$ cat src/rtl/int_to_ascii_stream_pkg.sv
// Shared types and constants for the signed-integer-to-ASCII text formatter.
package ascii_fmt_pkg;

   typedef enum logic [2:0] {
      IDLE,
      CONVERT,
      SIGN,
      DIGIT,
      TERM
   } state_t;

   localparam logic [7:0] ASCII_ZERO  = 8'h30;
   localparam logic [7:0] ASCII_MINUS = 8'h2D;
   localparam logic [7:0] ASCII_PLUS  = 8'h2B;

   // ceil(width * log10(2)) in fixed point; width * log10(2) is never an integer for width > 0
   function automatic int min_digits(input int width);
      return (width * 30103 + 99999) / 100000;
   endfunction

endpackage

$ cat src/rtl/int_to_ascii_stream_if.sv
// Request stream (value in) and byte stream (text out) of the ASCII formatter.
interface int_to_ascii_stream_if #(
   parameter int WIDTH = 32
);
   logic             in_valid;
   logic             in_ready;
   logic [WIDTH-1:0] in_value;
   logic             in_zero_pad;
   logic             out_valid;
   logic             out_ready;
   logic [7:0]       out_char;
   logic             out_last;

   modport master (
      output in_valid, in_value, in_zero_pad, out_ready,
      input  in_ready, out_valid, out_char, out_last
   );

   modport slave (
      input  in_valid, in_value, in_zero_pad, out_ready,
      output in_ready, out_valid, out_char, out_last
   );
endinterface

$ cat src/rtl/int_to_ascii_stream_bcd_add3.sv
// Double-dabble nibble correction: a digit of 5 or more gets +3 before the shift.
module bcd_add3 (
   input  logic [3:0] d,
   output logic [3:0] q
);
   assign q = (d >= 4'd5) ? d + 4'd3 : d;
endmodule

$ cat src/rtl/int_to_ascii_stream.sv
// Signed integer to decimal ASCII formatter: serial double-dabble, then one
// character per cycle (sign, digits, terminator) on a valid/ready byte stream.
module int_to_ascii_stream
   import ascii_fmt_pkg::*;
#(
   parameter int         WIDTH     = 32,
   parameter int         DIGITS    = 10,
   parameter bit         SIGN_PLUS = 1'b0,
   parameter bit         TERM_EN   = 1'b1,
   parameter logic [7:0] TERM_CHAR = 8'h0A
) (
   input  logic                   clock,
   input  logic                   reset,
   int_to_ascii_stream_if.slave   bus,
   output logic                   busy
);

   localparam int PW = (DIGITS > 1) ? $clog2(DIGITS) : 1;
   localparam int CW = $clog2(WIDTH + 1);

   if (DIGITS < min_digits(WIDTH)) begin : g_digits_check
      $error("int_to_ascii_stream: DIGITS is too small to hold every WIDTH-bit magnitude");
   end

   state_t                 state, state_nx;
   logic                   rdy_q;
   logic                   neg, zpad;
   logic [WIDTH-1:0]       mag, mag_nx;
   logic [DIGITS-1:0][3:0] bcd, bcd_adj, bcd_nx;
   logic [CW-1:0]          cnt;
   logic [PW-1:0]          ptr, msd;
   logic                   accept, xfer, conv_last;

   assign accept    = bus.in_valid && rdy_q;
   assign xfer      = bus.out_valid && bus.out_ready;
   assign conv_last = (cnt == CW'(WIDTH - 1));

   for (genvar i = 0; i < DIGITS; i++) begin : g_add3
      bcd_add3 u_add3 (.d(bcd[i]), .q(bcd_adj[i]));
   end

   assign {bcd_nx, mag_nx} = {bcd_adj, mag} << 1;

   // Leading-digit index taken from the post-shift value so the pointer loads on the final shift
   always_comb begin
      msd = '0;
      for (int i = 0; i < DIGITS; i++) begin
         if (bcd_nx[i] != 4'd0) msd = PW'(i);
      end
   end

   // NOTE: clocked state uses non-blocking assignments so every register samples pre-edge values.
   always_ff @(posedge clock or posedge reset) begin
      if (reset) begin
         state <= IDLE;
         rdy_q <= 1'b0;
      end else begin
         state <= state_nx;
         rdy_q <= (state_nx == IDLE);
      end
   end

   // NOTE: every output of a combinational block is defaulted first so no latch is inferred.
   always_comb begin
      state_nx = state;
      case (state)
         IDLE:    if (accept) state_nx = CONVERT;
         CONVERT: if (conv_last) state_nx = (neg || SIGN_PLUS) ? SIGN : DIGIT;
         SIGN:    if (bus.out_ready) state_nx = DIGIT;
         DIGIT:   if (bus.out_ready && ptr == '0) state_nx = TERM_EN ? TERM : IDLE;
         TERM:    if (bus.out_ready) state_nx = IDLE;
         default: state_nx = IDLE;
      endcase
   end

   always_comb begin
      bus.in_ready  = rdy_q;
      bus.out_valid = 1'b0;
      bus.out_char  = 8'h00;
      bus.out_last  = 1'b0;
      busy          = (state != IDLE);
      case (state)
         SIGN: begin
            bus.out_valid = 1'b1;
            bus.out_char  = neg ? ASCII_MINUS : ASCII_PLUS;
         end
         DIGIT: begin
            bus.out_valid = 1'b1;
            bus.out_char  = ASCII_ZERO + {4'd0, bcd[ptr]};
            bus.out_last  = !TERM_EN && (ptr == '0);
         end
         TERM: begin
            bus.out_valid = 1'b1;
            bus.out_char  = TERM_CHAR;
            bus.out_last  = 1'b1;
         end
         default: ;
      endcase
   end

   always_ff @(posedge clock or posedge reset) begin
      if (reset) begin
         neg  <= 1'b0;
         zpad <= 1'b0;
         mag  <= '0;
         bcd  <= '0;
         cnt  <= '0;
         ptr  <= '0;
      end else begin
         case (state)
            IDLE: if (accept) begin
               neg  <= bus.in_value[WIDTH-1];
               zpad <= bus.in_zero_pad;
               // Unsigned negation maps the most-negative input to 2^(WIDTH-1)
               mag  <= bus.in_value[WIDTH-1] ? -bus.in_value : bus.in_value;
               bcd  <= '0;
               cnt  <= '0;
            end
            CONVERT: begin
               bcd <= bcd_nx;
               mag <= mag_nx;
               cnt <= cnt + 1'b1;
               if (conv_last) ptr <= zpad ? PW'(DIGITS - 1) : msd;
            end
            DIGIT: if (xfer) ptr <= ptr - 1'b1;
            default: ;
         endcase
      end
   end

endmodule

$ cat src/flat_wrapper.sv
// flat-port wrapper written by rule: the top's interface ports become plain ports
module int_to_ascii_stream_flat import ascii_fmt_pkg::*;
#(
   parameter int         WIDTH     = 32,
   parameter int         DIGITS    = 10,
   parameter bit         SIGN_PLUS = 1'b0,
   parameter bit         TERM_EN   = 1'b1,
   parameter logic [7:0] TERM_CHAR = 8'h0A
)
  (clock, reset, busy, bus_in_valid, bus_in_value, bus_in_zero_pad, bus_out_ready, bus_in_ready, bus_out_valid, bus_out_char, bus_out_last);
  int_to_ascii_stream_if #(.WIDTH(WIDTH)) bus_i ();
  input  logic clock;
  input  logic reset;
  output logic busy;
  input wire logic [$bits(bus_i.in_valid)-1:0] bus_in_valid;
  input wire logic [$bits(bus_i.in_value)-1:0] bus_in_value;
  input wire logic [$bits(bus_i.in_zero_pad)-1:0] bus_in_zero_pad;
  input wire logic [$bits(bus_i.out_ready)-1:0] bus_out_ready;
  output wire logic [$bits(bus_i.in_ready)-1:0] bus_in_ready;
  output wire logic [$bits(bus_i.out_valid)-1:0] bus_out_valid;
  output wire logic [$bits(bus_i.out_char)-1:0] bus_out_char;
  output wire logic [$bits(bus_i.out_last)-1:0] bus_out_last;
  assign bus_i.in_valid = bus_in_valid;
  assign bus_i.in_value = bus_in_value;
  assign bus_i.in_zero_pad = bus_in_zero_pad;
  assign bus_i.out_ready = bus_out_ready;
  assign bus_in_ready = bus_i.in_ready;
  assign bus_out_valid = bus_i.out_valid;
  assign bus_out_char = bus_i.out_char;
  assign bus_out_last = bus_i.out_last;
  int_to_ascii_stream #(.WIDTH(WIDTH), .DIGITS(DIGITS), .SIGN_PLUS(SIGN_PLUS), .TERM_EN(TERM_EN), .TERM_CHAR(TERM_CHAR)) u_core (.clock(clock), .reset(reset), .bus(bus_i), .busy(busy));
endmodule
$ cat config.mk
export PLATFORM = sky130hd
export DESIGN_NAME = int_to_ascii_stream_flat
export DESIGN_NICKNAME = d
export VERILOG_FILES = /design/src/rtl/int_to_ascii_stream_pkg.sv /design/src/rtl/int_to_ascii_stream_if.sv /design/src/rtl/int_to_ascii_stream_bcd_add3.sv /design/src/rtl/int_to_ascii_stream.sv /design/src/flat_wrapper.sv
export SDC_FILE = /design/constraint.sdc
export NUM_CORES = 1
export LEC_CHECK = 0
export ABC_CLOCK_PERIOD_IN_PS = 4300
export CORE_ASPECT_RATIO = 2
export CORE_MARGIN = 3
export CORE_UTILIZATION = 40
export DETAILED_ROUTE_END_ITERATION = 10
export GPL_TIMING_DRIVEN = 0
export PLACE_DENSITY = 0.61
export SLEW_MARGIN = 20
export SYNTH_ARGS = -nofsm -noshare
export SYNTH_HDL_FRONTEND = slang
export SYNTH_SLANG_ARGS = --single-unit
$ cat constraint.sdc
create_clock -name clock -period 4.3 [get_ports clock]
set_input_delay 1.29 -clock clock [delete_from_list [all_inputs] [get_ports clock]]
set_output_delay 1.29 -clock clock [all_outputs]
set_load 0.01 [all_outputs]
# After elaboration in Yosys (flattened, before gate mapping)

Index checks and enable logic that the tools add are counted.

Register bits after elaboration: 88
Output and inout port bits: 12

$lt $le $gt $ge: 11
Mux-type cells: 43
Add/subtract/negate cells: 14
Equality and inequality tests: 8
Reduce and logical (&&, ||, !) cells: 22

Operators with widths:

| kind                                                              | number |
|---|---|
| two-way mux 4 bit                                                 | 21 |
| one-hot mux 40 bit (2 select lines)                               | 1 |
| two-way mux 32 bit                                                | 2 |
| one-hot mux 32 bit (2 select lines)                               | 1 |
| greater-or-equal comparator 4 x 3 -> 1 bit, second input constant | 10 |
| two-way mux 40 bit                                                | 1 |
| adder 4 x 2 -> 4 bit, second input constant                       | 9 |
| nonzero test 4 bit                                                | 9 |
| negation 32 bit                                                   | 1 |
| one-hot mux 8 bit (3 select lines)                                | 1 |
| two-way mux 3 bit                                                 | 7 |
| binary-select mux 4 bit (select 4 bit)                            | 1 |
| one-hot mux 3 bit (5 select lines)                                | 1 |
| one-hot mux 6 bit (2 select lines)                                | 1 |
| one-hot mux 4 bit (2 select lines)                                | 1 |
| adder 6 x 4 -> 7 bit, first input constant                        | 1 |
| adder 6 x 1 -> 6 bit, second input constant                       | 1 |
| equality test 3 x 2 -> 1 bit, second input constant               | 2 |
| equality test 6 x 5 -> 1 bit, second input constant               | 1 |
| zero test 3 bit                                                   | 2 |
| two-way mux 6 bit                                                 | 1 |
| inequality test 2 x 1 -> 1 bit, second input constant             | 3 |
| < comparator 4 x 5 -> 1 bit, second input constant                | 1 |
| zero test 4 bit                                                   | 1 |
| 11 further kinds                                                  | 18 |

# Depth between registers and ports, before layout

Gate-level depths: netlist (run 1).

Depth in word-level cells: 15
Depth in mapped cells: 9
Mapped depth without buffers: 9

# Modules after synthesis

Synthesis (run 1) repeated with hierarchy kept, for this count alone.

Cells, all modules: 687
Area, all modules: 5941.9 um^2

By module, submodules not included:

| module              | area each (um^2) | instances | cells each | seq. area each (um^2) |
|---|---|---|---|---|
| int_to_ascii_stream | 4928.5           | 1         | 527        | 2202.1 |
| bcd_add3            | 101.3            | 10        | 16         | 0.0 |

# Worst setup path after synthesis (run 1)

Ideal clock, no wire load.

Path type: input -> register
From: input bus_in_value[24]
To: register u_core.mag[30]
Data required time: 4223 ps
Library setup time: 77 ps
Path buffers: 0
Stages on the path: 6
Data arrival time: 2998 ps
Setup slack: 1226 ps
Path through: or3_1 > or4_1 > or3_1 > nor2_1 > mux2_1 > o21ai_1

Word-level cells in the longest chain between the ends: 4

Ends and longest elaborated chain:

| what                                | line                       | text |
|---|---|---|
| start, declared                     | flat_wrapper.sv:16         | `input wire logic [$bits(bus_i.in_value)-1:0] bus_in_value;` |
| negation 32 bit                     | int_to_ascii_stream.sv:115 | `mag <= bus.in_value[WIDTH-1] ? -bus.in_value : bus.in_value;` |
| two-way mux 32 bit                  | int_to_ascii_stream.sv:115 |  |
| two-way mux 32 bit                  | int_to_ascii_stream.sv:111 | `IDLE: if (accept) begin` |
| one-hot mux 32 bit (2 select lines) | int_to_ascii_stream.sv:110 | `case (state)` |
| end signal, assigned                | int_to_ascii_stream.sv:115 |  |
| end signal, assigned                | int_to_ascii_stream.sv:121 | `mag <= mag_nx;` |
| end, declared                       | int_to_ascii_stream.sv:28  | `logic [WIDTH-1:0] mag, mag_nx;` |

Every way passes these cells. The select of a mux whose other input is x is not followed.
A chain may end at the register's enable or synchronous reset.

# Worst setup path after layout (run 1)

From: register u_core.ptr[1]
To: output bus_out_char[3]

Word-level cells in the longest chain between the ends: 4

Ends and longest elaborated chain:

| what                                    | line                       | text |
|---|---|---|
| start, declared                         | int_to_ascii_stream.sv:31  | `logic [PW-1:0] ptr, msd;` |
| start signal, assigned                  | int_to_ascii_stream.sv:123 | `if (conv_last) ptr <= zpad ? PW'(DIGITS - 1) : msd;` |
| start signal, assigned                  | int_to_ascii_stream.sv:125 | `DIGIT: if (xfer) ptr <= ptr - 1'b1;` |
| binary-select mux 4 bit (select 4 bit)  | int_to_ascii_stream.sv:89  | `bus.out_char = ASCII_ZERO + {4'd0, bcd[ptr]};` |
| two-way mux 4 bit (implied by the code) | int_to_ascii_stream.sv:89  |  |
| adder 6 x 4 -> 7 bit                    | int_to_ascii_stream.sv:89  |  |
| one-hot mux 8 bit (3 select lines)      | int_to_ascii_stream.sv:82  | `case (state)` |
| end, declared                           | flat_wrapper.sv:21         | `output wire logic [$bits(bus_i.out_char)-1:0] bus_out_char;` |

Every way passes these cells. The select of a mux whose other input is x is not followed.

==> results of run 1 <==
-- critical path: cells and delay by family, from the launching register on --
kind	cells	cell delay (ns)
compound gates	1	0.22
buf+inv	2	0.93
flops	1	0.41
mux	2	0.76
simple gates	1	0.20
-- power groups by stage --
stage | clock network (W) | logic [W] | registers, W
2_1_floorplan | 0 | 0.00162 | 0.00142
3_3_place_gp | 0 | 0.00209 | 0.00153
3_5_place_dp | 0 | 0.00217 | 0.00156
4_1_cts | 0.000966 | 0.00218 | 0.00154
5_1_grt | 0.000997 | 0.00244 | 0.00159
6_report | 0.000955 | 0.00217 | 0.00155
-- worst max path at each step --
stage,end,from,depth (start not counted),slack (ns)
floorplan,u_core.bcd[0],reset,1,0.73
global placement,u_core.bcd[39],reset,2,-0.74
detailed placement,u_core.mag[16],bus_in_value[4],7,0.43
CTS,bus_out_char[3],u_core.ptr[1],6,0.18
global route,bus_out_char[2],u_core.ptr[0],8,0.09
finish,bus_out_char[3],u_core.ptr[1],6,0.14
-- stage by stage --
step                      utilization  setup WS (ns)  area (sq um)  cells
after floorplan                     -          0.731          5810    651
final                           0.491          0.144          6900    902
after detailed placement        0.466          0.435          6540    887
after CTS                       0.491          0.181          6900    902
after global routing            0.491         0.0926          6900    902
after global placement          0.463         -0.742          6510    886
-- cell usage after synthesis (all sizes together), types with 3 or more instances --
cell type,n
a31oi,4
inv,33
or3,5
mux2i,15
nor3b,20
or4,3
and2,3
xnor2,12
o211ai,5
clkbuf,28
xor2,21
and3,7
o31ai,14
mux4,8
nor2b,9
a21oi,48
o211a,3
dfrtp,88
o22ai,3
and4,4
nand4,4
nor2,25
ha,24
a32o,5
a22o,8
a22oi,20
nor3,9
nand3,48
mux2,8
o21ai,89
o41ai,4
buf,8
nand2b,12
nand2,41
-- flip-flops by register name, indices dropped and copies added (netlist names) --
signal	flops
u_core.mag	32
u_core.bus.in_ready	1
u_core.cnt	6
u_core.neg	1
u_core.bcd	40
u_core.zpad	1
u_core.ptr	4
u_core.state	3
-- kinds of logic after synthesis --
| group | after synthesis | share of synthesized area |
|---|---|---|
| xor+xnor | 33 | 0.0498 |
| other cells | 1 | 0.000646 |
| compound gates | 208 | 0.217 |
| fa+ha+maj | 24 | 0.0517 |
| simple gates | 196 | 0.184 |
| flops | 88 | 0.379 |
| buf+inv | 69 | 0.0461 |
| mux | 31 | 0.0724 |
-- routing by layer --
metal,vias up,part of all wire
li1,2497,-
met1,2568,0.35
met2,154,0.57
met3,56,0.029
met4,0,0.058
met5,-,0
-- final cells by class --
| class | count | area [sq um] | share of cell area |
|---|---|---|---|
| Buffer | 36 | 144 | 0.0209 |
| Clock buffer | 9 | 225 | 0.0327 |
| Clock inverter | 6 | 133 | 0.0192 |
| Inverter | 33 | 126 | 0.0183 |
| Multi-Input combinational cell | 494 | 3340 | 0.485 |
| Sequential cell | 88 | 2200 | 0.319 |
| Tap cell | 189 | 236 | 0.0343 |
| Timing Repair Buffer | 47 | 488 | 0.0708 |
==> flow_summary.yaml, run 1 <==
run_status:
  status: "finished, final reports clean"
yosys:
  synth-async-reset-ratio: 1.00
  avgSynthCellArea_sq_um: 8.94
  syn_area_sq_um: 5810
  synth-edff-count: 0
  synth_cell_types: 55
  synth_top_area_frac: 0.379
  synth_cells: 650
  yosys_warnings: 0
  ys_seq_elements: 88
  yosysTopAreaCell: "dfrtp_1"
  synth.area.top_cells: "dfrtp_1 (38%), o21ai_0 (7.2%), ha_1 (5.2%)"
  ys.flop_type: "dfrtp_1"
  synth_seq_area_share: 0.379
floorplan:
  io_pins: 49
  die_h_um: 176
  rows: 61
  initial_core_util: 0.414
  core_area_sq_um: 14000
  die_x_um: 91.2
  die_area_sq_um: 16100
sta:
  final.setup.tns_ns: 0
  fin_crit_ns: 4.16
  timing.fmax_ghz: 0.241
  setup_viol: 0
  tightestPinTransition_ns: 0.732
  holdWs_ns: 0.498
  drv_slew: 0
  hold_viol_final: 0
  finalCritPeriodShare: 0.966
  relSlewSlack: 0.512
  rsz0062_at_grt: "no"
  clock-skew-final_ns: 0.00879
power_and_ir_drop:
  p_total_w: 0.00468
  leakage_nw: 2.78
  power_density_nw_per_um2: 678
  power_frac_seq: 0.332
  clkPwrFrac: 0.204
  p_sw_frac: 0.420
  peakVddDrop_mv: 0.252
  switchingPower_w: 0.00196
  internal_power_w: 0.00271
  p_comb_frac: 0.464
final_layout:
  area_delta_synth_final_pct: 18.7
  antenna_cells: 0
  drive_above_1_share: 0.0603
  final_cell_mix: "dfrtp_1 (88), o21ai_0 (83), a21oi_1 (48)"
  layout.nets: 770
  fillers: 1380
  layout_commonest_cell: "dfrtp_1"
place:
  gp_congestion: 0.933
  portBuffers: 46
  dpl.hpwl_mm: 12.9
routing:
  post_drt_wl_per_cell_um: 18.4
  routed_via_density: 5.85
  vias: 5275
  drcViolationCount: 0
  antenna_left: 0
  drt_iter0_drc: 231
  firstDrtPassIters: 5
  wl_mm: 16.6
critical_path:
  critical_path.startpoint_type: "flip-flop"
  rrSetupSlack_ns: 1.89
  critical_path_class: "flip-flop to output port"
  reg2reg_from: "u_core.state[1]"
  path_cells: "buf_1, mux4_2, mux2i_1, o221ai_1, and2_1, clkdlybuf4s50_1"
  crit_required_ns: 3.01
  cp-end-kind: "output port"
  r2r_end: "u_core.bus.in_ready"
  slowest_stage: "clkdlybuf4s50_1"
  path_max_fanout: 10
  worstPathArrival_ns: 2.87
  max_stage_delay_ns: 0.48
  reg2reg_depth: 6
hold_path:
  worstHoldStart: "u_core.mag[21]"
  hold_depth: 2
  hold_path_class: "flip-flop to flip-flop"
  min_to: "u_core.mag[22]"
cts:
  clock_latency_ns: 0.35
  cts_max_level: 3
  cts_sinks: 88
  path_clk_slew_ns: 0.07
  postCtsSetupBuffers: 0
  cts_tree: "yes"
  clockBufferDepth: 2
  cts_root_buf: "clkbuf_16"
  postCtsResizedCells: 0
  cts_hold_buf: 0
  cts_made_buffers: 9
global_routing:
  grtUsageTotal: 0.207
  grt.busiest_layer: "met2"
  grt_pass1_wl_mm: 26.3
  met2_usage: 0.410
  grt_overflow: 0
  met1_usage: 0.192
  grt_max_degree: 57
  grt_pass1_vias: 5426
  antenna_found_initial: 0
  grt_use_met3: 0.0269
flow_run:
  drv_cap: 0
(Power assumes the default switching activity.)
==> run 2: changes to the inputs <==
--- a/config.mk
+++ b/config.mk
@@ -5,13 +5,13 @@
 export SDC_FILE = /design/constraint.sdc
 export NUM_CORES = 1
 export LEC_CHECK = 0
-export ABC_CLOCK_PERIOD_IN_PS = 4300
+export ABC_CLOCK_PERIOD_IN_PS = 3400
 export CORE_ASPECT_RATIO = 2
 export CORE_MARGIN = 3
 export CORE_UTILIZATION = 40
 export DETAILED_ROUTE_END_ITERATION = 10
 export GPL_TIMING_DRIVEN = 0
-export PLACE_DENSITY = 0.61
+export PLACE_DENSITY = 0.63
 export SLEW_MARGIN = 20
 export SYNTH_ARGS = -nofsm -noshare
 export SYNTH_HDL_FRONTEND = slang
==> constraint.sdc (replaced) <==
create_clock -name clock -period 3.4 [get_ports clock]
set_input_delay 1.02 -clock clock [delete_from_list [all_inputs] [get_ports clock]]
set_output_delay 1.02 -clock clock [all_outputs]
set_load 0.01 [all_outputs]
==> flow_summary.yaml, run 2 (same netlist as run 1, synthesis figures left out) <==
run_status:
  status: "finished, final reports clean"
critical_path:
  worstPathArrival_ns: 2.25
  reg2reg_from: "u_core.state[1]"
  path_buf_inv: 3
  reg2reg_depth: 6
  cp-end-kind: "output port"
  critical_path.startpoint_type: "flip-flop"
  critical_path_class: "flip-flop to output port"
  r2r_end: "u_core.bus.in_ready"
  rrSetupSlack_ns: 0.98
  max_stage_delay_ns: 0.53
  crit_required_ns: 2.38
  crit_family: "buffers and inverters"
  crit_end: "bus_out_char[1]"
  path_cells: "buf_6, buf_4, mux4_2, nand2_1, a21oi_1, a31oi_1, o22ai_1, dlygate4sd2_1"
  crit_start: "u_core.ptr[0]"
  slowest_stage: "mux4_2"
  path_max_fanout: 8
  path_depth: 8
place:
  dpl.hpwl_mm: 12.7
  portBuffers: 46
  placed_cells: 887
  gp_congestion: 0.924
  dp_slack_ns: -0.189
sta:
  rsz0062_at_grt: "no"
  fin_ws_ns: 0.132
  clock-skew-final_ns: 0.0128
  hold_viol_final: 0
  relSlewSlack: 0.521
  holdWs_ns: 0.494
  tightestPinTransition_ns: 0.719
  timing.fmax_ghz: 0.306
  final.setup.tns_ns: 0
  fin_crit_ns: 3.27
  setup_viol: 0
  drv_slew: 0
  finalCritPeriodShare: 0.961
power_and_ir_drop:
  peakVddDrop_mv: 0.373
  switchingPower_w: 0.00249
  clkPwrFrac: 0.188
  p_comb_frac: 0.477
  leakage_nw: 2.82
  p_sw_frac: 0.428
  power_density_nw_per_um2: 843
  internal_power_w: 0.00334
  power_frac_seq: 0.335
final_layout:
  top_register: "u_core.bcd"
  largest_reg_flops: 40
  final_cell_mix: "dfrtp_1 (88), o21ai_0 (82), a21oi_1 (48)"
  layout.nets: 771
  layout_commonest_cell: "dfrtp_1"
  layout.cells.non_filler: 904
  drive_above_1_share: 0.0713
  reg.largest.list: "u_core.bcd (40), u_core.mag (32), u_core.cnt (6)"
  area_delta_synth_final_pct: 19.1
  antenna_cells: 0
routing:
  drcViolationCount: 0
  post_drt_wl_per_cell_um: 18.0
  antenna_left: 0
  vias: 5238
  drt_iter0_drc: 292
  routed_via_density: 5.79
  wl_mm: 16.3
  firstDrtPassIters: 5
cts:
  cts_max_level: 3
  cts_made_buffers: 9
  clockBufferDepth: 2
  path_clk_slew_ns: 0.07
  cts_root_buf: "clkbuf_16"
  cts_sinks: 88
  cts_tree: "yes"
  clock_latency_ns: 0.34
global_routing:
  grt_pass1_wl_mm: 26.2
  grt_pass1_vias: 5379
  grt_overflow: 0
  grtUsageTotal: 0.205
  antenna_found_initial: 0
  grt_max_degree: 55
floorplan:
  die_area_sq_um: 16100
  die_x_um: 91.2
  die_h_um: 176
  core_area_sq_um: 14000
  io_pins: 49
  initial_core_util: 0.414
  rows: 61
flow_run:
  drv_cap: 0
hold_path:
  hold_path_class: "flip-flop to flip-flop"
run 2: cell count changes in the layout (fill, tap and decap cells not counted), sizes merged:
cell           before  now
dlygate4sd2         0    3
clkinv              1    2
dlymetal6s2s        0    1
inv                33   34
bufinv              4    2
clkbuf             37   38
clkdlybuf4s50      46   42
buf                 9   10
run 2: area by class of cell:
| cell class | count | area (sq um) |
|---|---|---|
| fill | 1394 | 7120 |
| multi-input combinational | 494 | 3370 |
| sequential | 88 | 2200 |
| timing repair buffer | 48 | 494 |
| clock buffer | 10 | 239 |
| tap | 189 | 236 |
| buffer | 36 | 159 |
| inverter | 33 | 126 |
| clock inverter | 6 | 90.1 |
run 2: power by group through the flow:
stage / registers (W) / logic (W) / clock network, W
after floorplan: 0.00180 / 0.00204 / 0
after global placement: 0.00194 / 0.00264 / 0
after detailed placement: 0.00196 / 0.00274 / 0
after CTS: 0.00194 / 0.00279 / 0.00111
after global routing: 0.00201 / 0.00314 / 0.00116
final: 0.00195 / 0.00278 / 0.00110
run 2: timing repair:
action | in CTS | in global routing
resized for setup | 14 | 4
setup endpoints to repair | 4 | 1
hold buffers | 0 | 0
setup buffers | 1 | 0
hold endpoints to repair | 0 | 0
run 2: metal layers:
metal	wire, um	global-route usage	vias up
met2	9390	0.412	139
met5	0	0	-
li1	-	-	2494
met3	479	0.0277	46
met4	743	0.110	0
met1	5660	0.192	2559
run 2: tightest hold or removal path, stage by stage (launching register included):
cell	delay [ns]
dfrtp_1	0.35
a21oi_1	0.06
o21ai_0	0.05
run 2: worst min-delay path by stage:
stage / from / to / slack (ns) / depth (start not counted)
5_1_grt: u_core.cnt[5] / u_core.cnt[5] / 0.53 / 1
4_1_cts: u_core.cnt[5] / u_core.cnt[5] / 0.50 / 1
2_1_floorplan: u_core.mag[31] / u_core.bcd[0] / 0.43 / 2
3_3_place_gp: u_core.cnt[5] / u_core.cnt[5] / 0.48 / 1
6_report: u_core.mag[21] / u_core.mag[22] / 0.49 / 2
3_5_place_dp: u_core.cnt[5] / u_core.cnt[5] / 0.49 / 1
run 2: per-stage QoR:
stage          instance area, sq um  total power, W  utilization
2_1_floorplan                  5810         0.00384            -
3_3_place_gp                   6510         0.00458        0.463
3_5_place_dp                   6540         0.00470        0.466
4_1_cts                        6910         0.00584        0.492
5_1_grt                        6920         0.00630        0.493
6_report                       6920         0.00583        0.493
